<file path="src/rtl/async_fifo_pkg.sv">
// Shared defaults and helpers for the asynchronous FIFO read/write side packers.
package async_fifo_pkg;

    localparam int DEFAULT_DSIZE = 8;
    localparam int DEFAULT_RATIO = 4;

    function automatic int lane_width(input int ratio);
        return $clog2(ratio);
    endfunction

endpackage

</file>
<file path="src/rtl/fifo_rd_pack.sv">
// Read-side FIFO consumer: pops narrow words and packs RATIO of them,
// little-endian, into one wide word on a valid/ready stream.
module fifo_rd_pack
    import async_fifo_pkg::*;
#(
    parameter int DSIZE = DEFAULT_DSIZE,
    parameter int RATIO = DEFAULT_RATIO,
    parameter int LW    = lane_width(RATIO)
) (
    input  logic                   rclk,
    input  logic                   rrst,
    input  logic [DSIZE-1:0]       rdata,
    input  logic                   rempty,
    output logic                   rinc,
    input  logic                   flush,
    output logic [DSIZE*RATIO-1:0] out_data,
    output logic                   out_valid,
    input  logic                   out_ready,
    output logic [LW-1:0]          lane
);

    logic [DSIZE-1:0]             acc [RATIO-1];
    logic [DSIZE*(RATIO-1)-1:0]   acc_flat;
    logic                         last_lane;
    logic                         stall;
    logic                         completing;

    assign last_lane  = (lane == LW'(RATIO - 1));
    // Only the final lane needs the output register free; earlier lanes keep popping.
    assign stall      = last_lane & out_valid & ~out_ready;
    assign rinc       = ~rrst & ~rempty & ~flush & ~stall;
    assign completing = rinc & last_lane;

    always_comb begin
        acc_flat = '0;
        for (int i = 0; i < RATIO - 1; i++) begin
            acc_flat[i*DSIZE +: DSIZE] = acc[i];
        end
    end

    always_ff @(posedge rclk or posedge rrst) begin
        if (rrst) begin
            for (int i = 0; i < RATIO - 1; i++) begin
                acc[i] <= '0;
            end
            lane      <= '0;
            out_valid <= 1'b0;
            out_data  <= '0;
        end else begin
            if (flush) begin
                lane <= '0;
            end else if (rinc) begin
                if (last_lane) begin
                    out_data <= {rdata, acc_flat};
                    lane     <= '0;
                end else begin
                    for (int i = 0; i < RATIO - 1; i++) begin
                        if (lane == LW'(i)) begin
                            acc[i] <= rdata;
                        end
                    end
                    lane <= lane + LW'(1);
                end
            end

            // A completing pop in the accept cycle refills the register with no bubble.
            if (completing) begin
                out_valid <= 1'b1;
            end else if (out_valid && out_ready) begin
                out_valid <= 1'b0;
            end
        end
    end

endmodule

</file>
<file path="config.mk">
export PLATFORM = sky130hd
export DESIGN_NAME = fifo_rd_pack
export DESIGN_NICKNAME = d
export VERILOG_FILES = /design/src/rtl/async_fifo_pkg.sv /design/src/rtl/fifo_rd_pack.sv
export SDC_FILE = /design/constraint.sdc
export NUM_CORES = 1
export LEC_CHECK = 0
export ABC_AREA = 1
export CAP_MARGIN = 30
export CORE_MARGIN = 5
export CORE_UTILIZATION = 46
export CTS_CLUSTER_DIAMETER = 150
export DETAILED_ROUTE_END_ITERATION = 10
export GPL_TIMING_DRIVEN = 0
export HOLD_SLACK_MARGIN = 0.03
export PLACE_DENSITY = 0.81
export SYNTH_ARGS = -nofsm -noshare
export SYNTH_HDL_FRONTEND = slang
export SYNTH_SLANG_ARGS = --single-unit
</file>
<file path="constraint.sdc">
create_clock -name rclk -period 1.57 [get_ports rclk]
set_input_delay 0.2355 -clock rclk [delete_from_list [all_inputs] [get_ports rclk]]
set_output_delay 0.2355 -clock rclk [all_outputs]
set_load 0.1 [all_outputs]
</file>
==> flow_metrics.env <==
export IMPL_skew_ns=0.00863
export IMPL_path_cells="ha_4 -> nand3_4 -> nand3_4 -> clkinvlp_4 -> buf_12"
export IMPL_synth_async_reset_ratio_pct=100
export IMPL_initial_utilization_pct=46.8
export IMPL_crit_path_max_incr_delay_ns=0.42
export IMPL_ys_ff_latch=59
export IMPL_insertion_delay_ns=0.33
export IMPL_grt_setup_unrepaired="yes"
export IMPL_slew_headroom_pct=63.0
export IMPL_cts_root_buffer="clkbuf_8"
export IMPL_final_setup_viol_count=1
export IMPL_globalRouteOverflowTotal=0
export IMPL_cpMostUsedCell="nand3_4"
export IMPL_yosys_warnings=0
export IMPL_area_growth_pct=36.1
export IMPL_die_area_mm2=0.00716
export IMPL_grt_first_pass_wirelength_um=10400
export IMPL_synth_cell_area_mm2=0.00256
export IMPL_peakVddDrop_v=0.000688
export IMPL_p_per_area_mw_per_mm2=1040
export IMPL_finalSetupTns_ns=-0.0328
export IMPL_track_usage_pct=18.5
export IMPL_r2r_end="acc[17]"
export IMPL_arrival_ns=1.37
export IMPL_hold_path_class="input port to asynchronous set/reset pin"
export IMPL_outcome="finished, violations left"
export IMPL_numPortBuffers=48
export IMPL_via_per_inst=5.26
export IMPL_first_global_vias=2160
export IMPL_holdBufCountCts=0
export IMPL_clk_pin_slew_ns=0.07
export IMPL_hold_viol=0
export IMPL_worst_slack_ns=-0.0328
export IMPL_syn_nets=272
export IMPL_failed_checks="setup timing"
export IMPL_hold_slack_ns=0.105
export IMPL_wire_per_inst_um=15.0
export IMPL_p_total_uw=3640
export IMPL_tightest_slew_ns=0.558
export IMPL_crit_type="flip-flop to output pin"
export IMPL_end_kind="output pin"
export IMPL_drt_iter0_drc=128
export IMPL_synth_edf_count=0
export IMPL_p_leak_uw=0.00170
export IMPL_synthDistinctLibCells=17
export IMPL_final_common_cell="nand2_1"
export IMPL_maxCapViolCount=0
export IMPL_min_period_ns=1.60
export IMPL_rows=27
export IMPL_clk_path_buf_depth=2
export IMPL_min_period_over_period_pct=102
export IMPL_max_freq_ghz=0.624
export IMPL_cp_start_kind="flip-flop"
export IMPL_required_ns=1.33
export IMPL_synthCells=255
export IMPL_hpwl_um=4260
export IMPL_regToRegSetupSlack_ns=0.09
export IMPL_cts_inserted_buffers=9
export IMPL_critPathSlowestCell="dfrtp_2"
export IMPL_core_area_mm2=0.00547
export IMPL_tritoncts="built"
export IMPL_synth_area_per_cell_um2=10.0
export IMPL_antenna_found_initial=0
export IMPL_ys_seq_area_share_pct=57.6
export IMPL_htreeDepth=3
export IMPL_firstDrtPassIters=5
export IMPL_grt_max_degree=40
export IMPL_fin_nets=338
export IMPL_die_y_um=84.6
export IMPL_route_vias_total=2092
export IMPL_postRouteAntennaNets=0
export IMPL_r2r_cells=7
export IMPL_cts_sink_count=59
export IMPL_final_cell_mix="nand2_1 (91), dfrtp_1 (56), nand4_1 (32), clkdlybuf4s15_2 (32), o21ai_1 (18)"
export IMPL_utilization_pct=63.7
export IMPL_drc=0
export IMPL_drt_wl_total_um=5960
export IMPL_ios=49
export IMPL_drive_gt1_share_pct=29.1
export IMPL_diodes=0
export IMPL_r2r_start="lane[1]"
export IMPL_synth_flop_cell="dfrtp_1"
export IMPL_place_gp_congestion=0.847
export IMPL_crit_fanout=4
export IMPL_die_w_um=84.6
export IMPL_finalMaxSlewViolations=0
layer usage:
layer,wire (µm),GRT usage (%),up-vias,part of all wire [%]
li1,-,-,987,-
met2,2820,29.4,85,47
met1,2550,23.8,1008,43
met5,0,0,-,0
met4,121,7.77,0,2.0
met3,468,5.30,12,7.9
synthesized netlist by cell type (2+ instances only):
| library cell | number | share of area [%] |
|---|---|---|
| o21ai_1 | 18 | 3.5 |
| nand2_1 | 91 | 13 |
| inv_1 | 14 | 2.1 |
| nand3_1 | 6 | 1.2 |
| dfrtp_1 | 59 | 58 |
| buf_6 | 8 | 3.5 |
| buf_2 | 6 | 1.2 |
| nand4_4 | 4 | 3.3 |
| o21ai_2 | 6 | 2.1 |
| inv_2 | 2 | 0.29 |
| nand4_1 | 32 | 7.8 |
| ha_1 | 4 | 2.0 |
where the power goes:
part	switching [µW]	internal, µW	leakage (µW)
Clock	542	776	0.0000947
Sequential	91.3	1670	0.000794
Combinational	380	175	0.000812
worst max path at each step:
| stage | endpoint | startpoint |
|---|---|---|
| final | rinc | lane[1] |
| after floorplan | rinc | lane[1] |
| after CTS | rinc | lane[0] |
| after global routing | rinc | lane[1] |
| after detailed placement | rinc | rrst |
| after global placement | rinc | rrst |
final cells by class:
class	instances	area [µm²]
fillers	455	1990
clock buffers	14	153
multi-input cells	164	932
plain buffers	15	131
well taps	72	90.1
inverters	16	67.6
clock inverters	2	35.0
repair buffers	56	596
flip-flops and latches	59	1480
timing repair:
action / CTS / global route
resized for setup: 121 / 3
setup buffers: 2 / 5
setup endpoints to repair: 36 / 4
cloned: 0 / 0
pin swaps: 1 / 4
hold endpoints to repair: 0 / 0
stage by stage:
stage / worst slack [ns] / instances / cell area [µm²]
4_1_cts: -0.182 / 394 / 3470
3_5_place_dp: -1.10 / 376 / 3200
3_3_place_gp: -1.08 / 375 / 3180
6_report: -0.0328 / 398 / 3480
5_1_grt: -0.0794 / 398 / 3480
2_1_floorplan: -0.328 / 255 / 2610
registers in the layout (all words and copies together), names as in the netlist:
register   flops
acc           24
out_data      32
lane           2
out_valid      1
cells by family (layout without fill, tap and decap cells):
| group | after synthesis | count (layout) | share of synthesized area [%] |
|---|---|---|---|
| flip-flops | 59 | 59 | 57.6 |
| AO/OA/AOI/OAI | 24 | 24 | 5.57 |
| adder cells (fa/ha/maj) | 4 | 4 | 1.95 |
| buffers and inverters | 32 | 103 | 7.52 |
| AND/OR/NAND/NOR | 136 | 136 | 27.3 |
critical path, delay by kind of cell (launching register included):
| family | cells | cell delay (ns) |
|---|---|---|
| flops | 1 | 0.42 |
| buf+inv | 2 | 0.26 |
| fa+ha+maj | 1 | 0.19 |
| simple gates | 2 | 0.16 |
Power figures use the tool's default switching activity.
